==> src/rtl/tube_pkg.sv <==
// Shared types and constants for the tube-emulation latch fabric.
// Holds the latch rail pair struct, its reset/both-set values, and the delay limit.
package tube_pkg;

   typedef struct packed {
      logic q;
      logic nq;
   } lat_pair_t;

   localparam lat_pair_t LAT_RESET_PAIR   = '{q: 1'b0, nq: 1'b1};
   localparam lat_pair_t LAT_BOTHSET_PAIR = '{q: 1'b1, nq: 1'b1};
   localparam lat_pair_t LAT_PRESET_PAIR  = '{q: 1'b1, nq: 1'b0};

   localparam int DELAY_MAX = 3;

endpackage

==> src/rtl/dlat_bit.sv <==
// One tube NAND-latch bit: preset/clear priority, both-low memory, race flag.
// Ports: clk, rst_n, upd (U), gate_open, d, pc_n, ps_n, race_clr -> pair, race.
module dlat_bit
   import tube_pkg::*;
#(
   parameter bit RACE_RES = 1'b0
) (
   input  logic      clk,
   input  logic      rst_n,
   input  logic      upd,
   input  logic      gate_open,
   input  logic      d,
   input  logic      pc_n,
   input  logic      ps_n,
   input  logic      race_clr,
   output lat_pair_t pair,
   output logic      race
);

   lat_pair_t pair_q, pair_d;
   logic      bl_q, bl_d;
   logic      race_q, race_d;

   always_comb begin
      pair_d = pair_q;
      bl_d   = bl_q;
      race_d = race_q;
      if (race_clr) begin
         race_d = 1'b0;
      end
      if (upd) begin
         bl_d = 1'b0;
         priority case (1'b1)
            (!pc_n && !ps_n): begin
               pair_d = LAT_BOTHSET_PAIR;
               bl_d   = 1'b1;
            end
            !pc_n: pair_d = LAT_RESET_PAIR;
            !ps_n: pair_d = LAT_PRESET_PAIR;
            // both rails released together: the tube pair races
            bl_q: begin
               pair_d = '{q: RACE_RES, nq: ~RACE_RES};
               race_d = 1'b1;
            end
            gate_open: pair_d = '{q: d, nq: ~d};
            default: pair_d = pair_q;
         endcase
      end
   end

   always_ff @(posedge clk or negedge rst_n) begin
      if (!rst_n) begin
         pair_q <= LAT_RESET_PAIR;
         bl_q   <= 1'b0;
         race_q <= 1'b0;
      end else begin
         pair_q <= pair_d;
         bl_q   <= bl_d;
         race_q <= race_d;
      end
   end

   assign pair = pair_q;
   assign race = race_q;

endmodule

==> src/rtl/dlat_bank.sv <==
// WIDTH-bit tube latch bank with shared gate edge detect and U-qualified delay pipe.
// Ports: CLOCK, RESET_N, U, D, G, _PC, _PS, RACE_CLR -> Q, _Q, RACE, SETTLED.
module dlat_bank
   import tube_pkg::*;
#(
   parameter int WIDTH    = 12,
   parameter int DELAY    = 1,
   parameter int EDGE     = 0,
   parameter bit RACE_RES = 1'b0
) (
   input  logic             CLOCK,
   input  logic             RESET_N,
   input  logic             U,
   input  logic [WIDTH-1:0] D,
   input  logic             G,
   input  logic [WIDTH-1:0] _PC,
   input  logic [WIDTH-1:0] _PS,
   input  logic             RACE_CLR,
   output logic [WIDTH-1:0] Q,
   output logic [WIDTH-1:0] _Q,
   output logic [WIDTH-1:0] RACE,
   output logic             SETTLED
);

   localparam int DLY = (DELAY > DELAY_MAX) ? DELAY_MAX : DELAY;

   typedef lat_pair_t [WIDTH-1:0] row_t;

   localparam row_t RST_ROW = {WIDTH{LAT_RESET_PAIR}};

   row_t state_row;
   row_t out_row;
   logic gh_q, gh_d;
   logic gate_open;

   // G history only advances on updates so edge mode survives U=0 gaps
   always_comb begin
      gh_d = U ? G : gh_q;
      gate_open = (EDGE != 0) ? (G & ~gh_q) : G;
   end

   always_ff @(posedge CLOCK or negedge RESET_N) begin
      if (!RESET_N) begin
         gh_q <= 1'b0;
      end else begin
         gh_q <= gh_d;
      end
   end

   for (genvar b = 0; b < WIDTH; b++) begin : g_bit
      dlat_bit #(
         .RACE_RES (RACE_RES)
      ) u_bit (
         .clk       (CLOCK),
         .rst_n     (RESET_N),
         .upd       (U),
         .gate_open (gate_open),
         .d         (D[b]),
         .pc_n      (_PC[b]),
         .ps_n      (_PS[b]),
         .race_clr  (RACE_CLR),
         .pair      (state_row[b]),
         .race      (RACE[b])
      );
   end

   if (DLY == 0) begin : g_nodly
      assign out_row = state_row;
      assign SETTLED = 1'b1;
   end else begin : g_dly
      row_t pipe_q [DLY];
      row_t pipe_d [DLY];
      logic settled;

      always_comb begin
         pipe_d = pipe_q;
         if (U) begin
            pipe_d[0] = state_row;
            for (int i = 1; i < DLY; i++) begin
               pipe_d[i] = pipe_q[i-1];
            end
         end
      end

      always_ff @(posedge CLOCK or negedge RESET_N) begin
         if (!RESET_N) begin
            for (int i = 0; i < DLY; i++) begin
               pipe_q[i] <= RST_ROW;
            end
         end else begin
            pipe_q <= pipe_d;
         end
      end

      always_comb begin
         settled = 1'b1;
         for (int i = 0; i < DLY; i++) begin
            if (pipe_q[i] != state_row) begin
               settled = 1'b0;
            end
         end
      end

      assign out_row = pipe_q[DLY-1];
      assign SETTLED = settled;
   end

   always_comb begin
      for (int b = 0; b < WIDTH; b++) begin
         Q[b]  = out_row[b].q;
         _Q[b] = out_row[b].nq;
      end
   end

endmodule

==> config.mk <==
export PLATFORM = sky130hd
export DESIGN_NAME = dlat_bank
export DESIGN_NICKNAME = d
export VERILOG_FILES = /design/src/rtl/tube_pkg.sv /design/src/rtl/dlat_bit.sv /design/src/rtl/dlat_bank.sv
export SDC_FILE = /design/constraint.sdc
export NUM_CORES = 1
export LEC_CHECK = 0
export CAP_MARGIN = 25
export CORE_AREA = 2 2 88 90
export DETAILED_ROUTE_END_ITERATION = 6
export DIE_AREA = 0 0 90 92
export HOLD_SLACK_MARGIN = 0.15
export PLACE_DENSITY = 0.79
export REMOVE_ABC_BUFFERS = 1
export SLEW_MARGIN = 20
export SYNTH_ARGS = -nofsm -noshare
export SYNTH_HDL_FRONTEND = slang
export SYNTH_SLANG_ARGS = --single-unit
==> constraint.sdc <==
create_clock -name CLOCK -period 2.7 [get_ports CLOCK]
set_clock_uncertainty 0.2 [all_clocks]
set_input_delay 0.54 -clock CLOCK [delete_from_list [all_inputs] [get_ports CLOCK]]
set_output_delay 0.54 -clock CLOCK [all_outputs]
set_load 0.01 [all_outputs]
==> results of run 1 <==
## synthesized netlist by cell type
cell | instances | area share (%)
nand4bb_1 | 2 | 0.63
clkbuf_1 | 2 | 0.21
mux2_2 | 25 | 7.9
buf_6 | 1 | 0.31
xor2_1 | 16 | 3.9
nand4_1 | 4 | 0.70
nand2b_1 | 10 | 1.7
dfrtp_1 | 48 | 34
dfstp_2 | 24 | 18
buf_4 | 15 | 3.1
a22o_1 | 1 | 0.24
o31ai_4 | 5 | 3.0
nand3b_1 | 2 | 0.42
a21oi_1 | 7 | 0.98
nor3_1 | 1 | 0.14
nand2_1 | 47 | 4.9
o31ai_2 | 1 | 0.35
a21boi_0 | 9 | 1.9
nor2_1 | 14 | 1.5
nor4_1 | 4 | 0.70
buf_2 | 4 | 0.56
o31ai_1 | 4 | 0.84
o21ai_0 | 15 | 2.1
xnor2_1 | 8 | 2.0
mux2i_1 | 18 | 5.0
inv_1 | 34 | 3.6
o22ai_1 | 11 | 1.9
a21o_1 | 1 | 0.21
## stage by stage
stage	power, mW	instance area [um^2]	util, %
finish	2.93	4630	62.1
floorplan	1.69	3430	-
global placement	2.03	4380	58.8
CTS	2.97	4620	62.0
global route	3.09	4630	62.1
detailed placement	2.04	4380	58.8
## cells by family after synthesis
kind of cell,share of synthesized area (%)
AOI/OAI and AO/OA,11.5
xor gates and xnor gates,5.87
buffers and inverters,7.80
DFF,51.2
muxes,12.9
and+or+nand+nor,10.7
## layer usage
metal / vias to the layer above / part of all wire (%) / global-route usage, %
met5: - / 0 / 0
met4: 0 / 1.4 / 7.69
met3: 9 / 5.1 / 3.94
met2: 62 / 47 / 28.5
met1: 1185 / 47 / 24.3
li1: 1248 / - / -
## worst min-delay path by stage
stage	startpoint	end	slack [ns]	cells after the start
finish	g_bit[7].u_bit.pair[0]$_DFFE_PN1P_	g_bit[7].u_bit.pair[0]$_DFFE_PN1P_	0.28	2
global route	g_bit[7].u_bit.pair[0]$_DFFE_PN1P_	g_bit[7].u_bit.pair[0]$_DFFE_PN1P_	0.31	2
CTS	g_bit[7].u_bit.pair[0]$_DFFE_PN1P_	g_bit[7].u_bit.pair[0]$_DFFE_PN1P_	0.29	2
detailed placement	g_bit[4].u_bit.pair[0]$_DFFE_PN1P_	g_bit[4].u_bit.pair[0]$_DFFE_PN1P_	0.28	2
global placement	g_bit[2].u_bit.pair[0]$_DFFE_PN1P_	g_bit[2].u_bit.pair[0]$_DFFE_PN1P_	0.27	2
floorplan	RESET_N	Q[0]$_DFFE_PN0P_	0.04	0
## flip-flops by register name, summed over array words and instances, names as in the netlist
name / count
Q: 12
_Q: 12
g_bit.u_bit.bl_q: 12
g_bit.u_bit.pair: 24
g_bit.u_bit.race: 12
## area by class of cell
| class | instances | area (um^2) |
|---|---|---|
| clock buffer | 14 | 183 |
| fill | 627 | 2820 |
| timing repair buffer | 84 | 838 |
| tap | 102 | 128 |
| clock inverter | 2 | 35.0 |
| multi-input combinational | 205 | 1490 |
| inverter | 34 | 128 |
| sequential | 72 | 1830 |
## power by group
group          internal [mW]  switching, mW  leakage [nW]
Sequential              1.26          0.127         0.856
Clock                  0.527          0.368         0.113
Combinational          0.371          0.278          1.01
Total                   2.15          0.773          1.98
## what timing repair did
action	CTS	global route
endpoints found under the setup margin	1	1
endpoints found under the hold margin	3	0
pin swaps	2	4
hold buffers	1	0
buffers inserted	0	1
gates resized for setup	3	4
## critical path, stage by stage, from the launching register on
cell	delay (ns)
dfstp_2	0.55
xor2_1	0.08
nor4_2	0.29
nand4_1	0.19
nor3_2	0.24
buf_2	0.16
==> flow_summary_export.csv, run 1 <==
group,metric,value,unit
setup_path,arrival,1.85,ns
finish,fin_cells,513,
clocking,clock_latency,0.34,ns
detailed_routing,drtAntennaViolNets,0,
sta,min_period,2.59,ns
setup_path,r2r_start,"g_bit[11].u_bit.bl_q$_DFFE_PN0P_",
detailed_routing,wl_per_cell,13.9,um
setup_path,startpoint,"_Q[2]$_DFFE_PN1P_",
detailed_routing,drt-initial-drc-count,73,
sta,worstMarginPinSlew,0.884,ns
logic_synthesis,syn_area,3580,um^2
clocking,cts_tree,"done",
global_routing,grt_pass1_wl,11.8,mm
detailed_routing,via_per_inst,4.88,
finish,antenna_cells,0,
place,finalWeightedCongestion,0.768,
flow_run,drv_cap,0,
setup_path,r2r-end,"g_bit[11].u_bit.pair[1]$_DFFE_PN0P_",
sta,finalSetupViolCount,0,
detailed_routing,dr.pass1.iters,5,
setup_path,r2r_slack,1.25,ns
global_routing,grt_max_degree,73,
sta,rsz0062_at_grt,"true",
floorplanning,dieWidth,90,um
floorplanning,die_h,92,um
floorplanning,dieArea,8280,um^2
setup_path,start_kind,"register",
logic_synthesis,yosys_warnings,0,
worst_hold_path,hold_class,"register to register",
setup_path,worstSetupPathType,"register to output port",
clocking,cts_buffers,9,
sta,max_clock_freq,387,MHz
global_routing,gr-total-overflow,0,
finish,nets,447,
finish,layout.cells.most_common,"clkdlybuf4s50_1",
detailed_routing,totalWireLength,7.14,mm
global_routing,grt_pass1_vias,2502,
clocking,clock-sinks,72,
clocking,ctsRootBufferMaster,"clkbuf_8",
clocking,clockBufferDepth,2,
place,dp.final_hpwl,4.96,mm
sta,relSlewSlack,41.0,%
finish,areaGrowthSynthToFinish,29.3,%
finish,final_cell_mix,"clkdlybuf4s50_1 (74), dfrtp_1 (48), nand2_1 (47)",
sta,timing.final.hold_violations,0,
finish,drive_above_1_share,20.0,%
pwr,leakage,1.98,nW
setup_path,r2r.worst_path.cells,3,
logic_synthesis,synth_cell_types,28,
setup_path,cp_max_fo,3,
sta,fin_crit_sh,95.8,%
logic_synthesis,syn_inst,333,
sta,final_max_slew_viol_count,0,
logic_synthesis,synth_seq_cells,72,
outcome,status,"complete, no violations",
detailed_routing,route.vias.total,2504,
global_routing,antenna_found_initial,0,
floorplanning,initial_core_util,48.1,%
setup_path,required,1.96,ns
pwr,vdd_drop_max,0.361,mV
setup_path,crit_path_end,"SETTLED",
clocking,h-tree-depth,3,
detailed_routing,drc,0,
pwr,p_per_area,633,nW/um^2
place,place_ws,0.00122,ns
sta,setup_tns,0,ns
logic_synthesis,syn_avg_cell_area,10.7,um^2
place,dp_cells,495,
floorplanning,core,7450,um^2
sta,worst_hold_slack,0.284,ns
place,port-buffer-count,77,
setup_path,end_kind,"output port",
floorplanning,io_pins,78,
floorplanning,row_count,32,
global_routing,grt_use_total,18.1,%
clocking,path_clk_slew,0.07,ns
sta,worst_slack,0.114,ns
logic_synthesis,ys_seq_area_share,51.2,%
Note: power is estimated with default switching activity, not from simulation.
==> run 2, diff against run 1 <==
--- a/config.mk
+++ b/config.mk
@@ -6,13 +6,13 @@
 export NUM_CORES = 1
 export LEC_CHECK = 0
 export CAP_MARGIN = 25
-export CORE_AREA = 2 2 88 90
+export CORE_AREA = 2 2 105 107
 export DETAILED_ROUTE_END_ITERATION = 6
-export DIE_AREA = 0 0 90 92
+export DIE_AREA = 0 0 107 109
 export HOLD_SLACK_MARGIN = 0.15
-export PLACE_DENSITY = 0.79
 export REMOVE_ABC_BUFFERS = 1
 export SLEW_MARGIN = 20
 export SYNTH_ARGS = -nofsm -noshare
 export SYNTH_HDL_FRONTEND = slang
 export SYNTH_SLANG_ARGS = --single-unit
+export TNS_END_PERCENT = 50
==> run 2 against run 1 <==
Global-route usage down 4.8 points. Critical path depth rose by 1. Count of clock-buffer cells in the layout down 3. Core utilization shrank 18 points. Register-to-register slack improved by 0.03 ns. Largest power group unchanged. Largest cell class unchanged. Combinational power increased by 5.4%.
==> flow_summary_export.csv, run 2 (same netlist as run 1, synthesis figures left out) <==
group,metric,value,unit
clocking,cts_hold_buf,0,
global_routing,grt_pass1_wl,12.0,mm
clocking,h-tree-depth,3,
finish,final_cell_mix,"clkdlybuf4s50_1 (74), dfrtp_1 (48), nand2_1 (47)",
finish,multiInputGateArea,1480,um^2
floorplanning,die_h,109,um
detailed_routing,drc,0,
pwr,vdd_drop_max,0.262,mV
floorplanning,row_count,38,
sta,min_period,2.54,ns
pwr,p_per_area,596,nW/um^2
finish,layout.cells.most_common,"clkdlybuf4s50_1",
finish,antenna_cells,0,
global_routing,grt_max_degree,76,
detailed_routing,highest_layer,"met4",
setup_path,start_kind,"register",
pwr,netSwitchingFraction,28.2,%
global_routing,grt_pass1_vias,2551,
finish,fillers,1008,
detailed_routing,wl_per_cell,13.0,um
pwr,p_int,2.00,mW
setup_path,r2r_slack,1.28,ns
finish,seq_area,1830,um^2
global_routing,antenna_found_initial,0,
sta,fin_crit_sh,94.1,%
pwr,p_switching,789,uW
place,place_ws,-0.0544,ns
pwr,leakage,2.00,nW
floorplanning,core,10600,um^2
pwr,comb_power_share,24.5,%
place,port-buffer-count,77,
detailed_routing,drt-initial-drc-count,79,
sta,max_clock_freq,394,MHz
sta,worstMarginPinSlew,0.914,ns
clocking,path_clk_slew,0.08,ns
worst_hold_path,hold_class,"input port to asynchronous set/reset pin",
flow_run,drv_cap,0,
sta,final_max_slew_viol_count,0,
pwr,power.share.clock,26.3,%
setup_path,worstSetupPathType,"register to output port",
detailed_routing,dr.pass1.iters,4,
sta,relSlewSlack,39.1,%
clocking,cts_tree,"done",
detailed_routing,wl_met2,3.34,mm
detailed_routing,route.vias.total,2547,
pwr,finalPower,2.79,mW
global_routing,grt_use_total,13.3,%
finish,largest_reg_flops,24,
clocking,ctsRootBufferMaster,"clkbuf_8",
clocking,clock_latency,0.34,ns
place,finalWeightedCongestion,0.746,
detailed_routing,via_per_inst,4.55,
sta,rsz0062_at_grt,"false",
outcome,status,"complete, no violations",
detailed_routing,drtAntennaViolNets,0,
detailed_routing,wl_met1,3.39,mm
clocking,clock-sinks,72,
floorplanning,dieWidth,107,um
sta,finalSetupViolCount,0,
floorplanning,initial_core_util,33.8,%
setup_path,required,1.96,ns
sta,timing.final.hold_violations,0,
detailed_routing,routed-wl-met3,441,um
global_routing,gr-total-overflow,0,
setup_path,arrival,1.80,ns
finish,areaGrowthSynthToFinish,31.0,%
clocking,clockBufferDepth,2,
pwr,seq_power_share,49.1,%
finish,drive_above_1_share,21.7,%
place,dp.final_hpwl,4.99,mm
setup_path,end_kind,"output port",
setup_path,cp_max_fo,2,
finish,nets,457,
floorplanning,io_pins,78,
floorplanning,dieArea,11700,um^2
sta,worst_slack,0.159,ns
detailed_routing,totalWireLength,7.25,mm
clocking,cts_buffers,9,
==> run 2: final timing paths <==
path	depth (start not counted)	end	from
max in group asynchronous	1	g_bit[5].u_bit.race$_DFF_PN0_	RESET_N
max	6	SETTLED	g_bit[10].u_bit.pair[1]$_DFFE_PN0P_
max reg2reg	3	g_bit[0].u_bit.pair[1]$_DFFE_PN0P_	g_bit[0].u_bit.bl_q$_DFFE_PN0P_
min in group CLOCK	2	g_bit[8].u_bit.pair[0]$_DFFE_PN1P_	g_bit[8].u_bit.pair[0]$_DFFE_PN1P_
min reg2reg	2	g_bit[8].u_bit.pair[0]$_DFFE_PN1P_	g_bit[8].u_bit.pair[0]$_DFFE_PN1P_
min	1	g_bit[2].u_bit.race$_DFF_PN0_	RESET_N
==> run 2: critical path, cell delays in order, from the launching register on <==
cell and delay, ns:
dfrtp_1 0.39, xor2_1 0.17, nor4_2 0.31, buf_4 0.15
nand4_1 0.12, nor3_2 0.17, buf_2 0.16
==> run 2: routing by layer <==
layer	global-route usage, %	vias to the layer above
met3	4.78	8
met5	0	-
met4	3.71	0
li1	-	1279
met1	17.1	1203
met2	21.2	57
==> run 2: power by group through the flow <==
stage / Sequential [mW] / Combinational [mW] / Clock (mW)
final: 1.37 / 0.685 / 0.736
after global routing: 1.40 / 0.753 / 0.817
after CTS: 1.38 / 0.702 / 0.774
after detailed placement: 1.40 / 0.688 / 0
after global placement: 1.39 / 0.687 / 0
after floorplan: 1.42 / 0.271 / 0
==> run 2: final cells by class <==
class                      instances  area share [%]
clock buffer                      11            3.02
timing repair buffer              94            19.4
tap                              140            3.74
clock inverter                     4           0.480
multi-input combinational        205            31.5
sequential                        72            39.1
inverter                          34            2.72
==> run 2: through the flow <==
stage | setup TNS [ns] | instances | utilization [%] | hold slack, ns | instance area (um^2)
after floorplan | 0 | 311 | - | 0.0444 | 3430
after global placement | -0.0580 | 544 | 42.5 | 0.275 | 4510
after detailed placement | -0.0544 | 544 | 42.5 | 0.278 | 4510
after CTS | -0.0426 | 560 | 44.2 | 0.158 | 4690
after global routing | 0 | 560 | 44.2 | 0.192 | 4690
final | 0 | 560 | 44.2 | 0.121 | 4690
==> run 2: what timing repair did <==
action | CTS | global route
setup buffers | 1 | 0
pin swaps | 2 | 2
gates resized for setup | 6 | 0
setup endpoints to repair | 1 | 1
endpoints found under the hold margin | 0 | 0
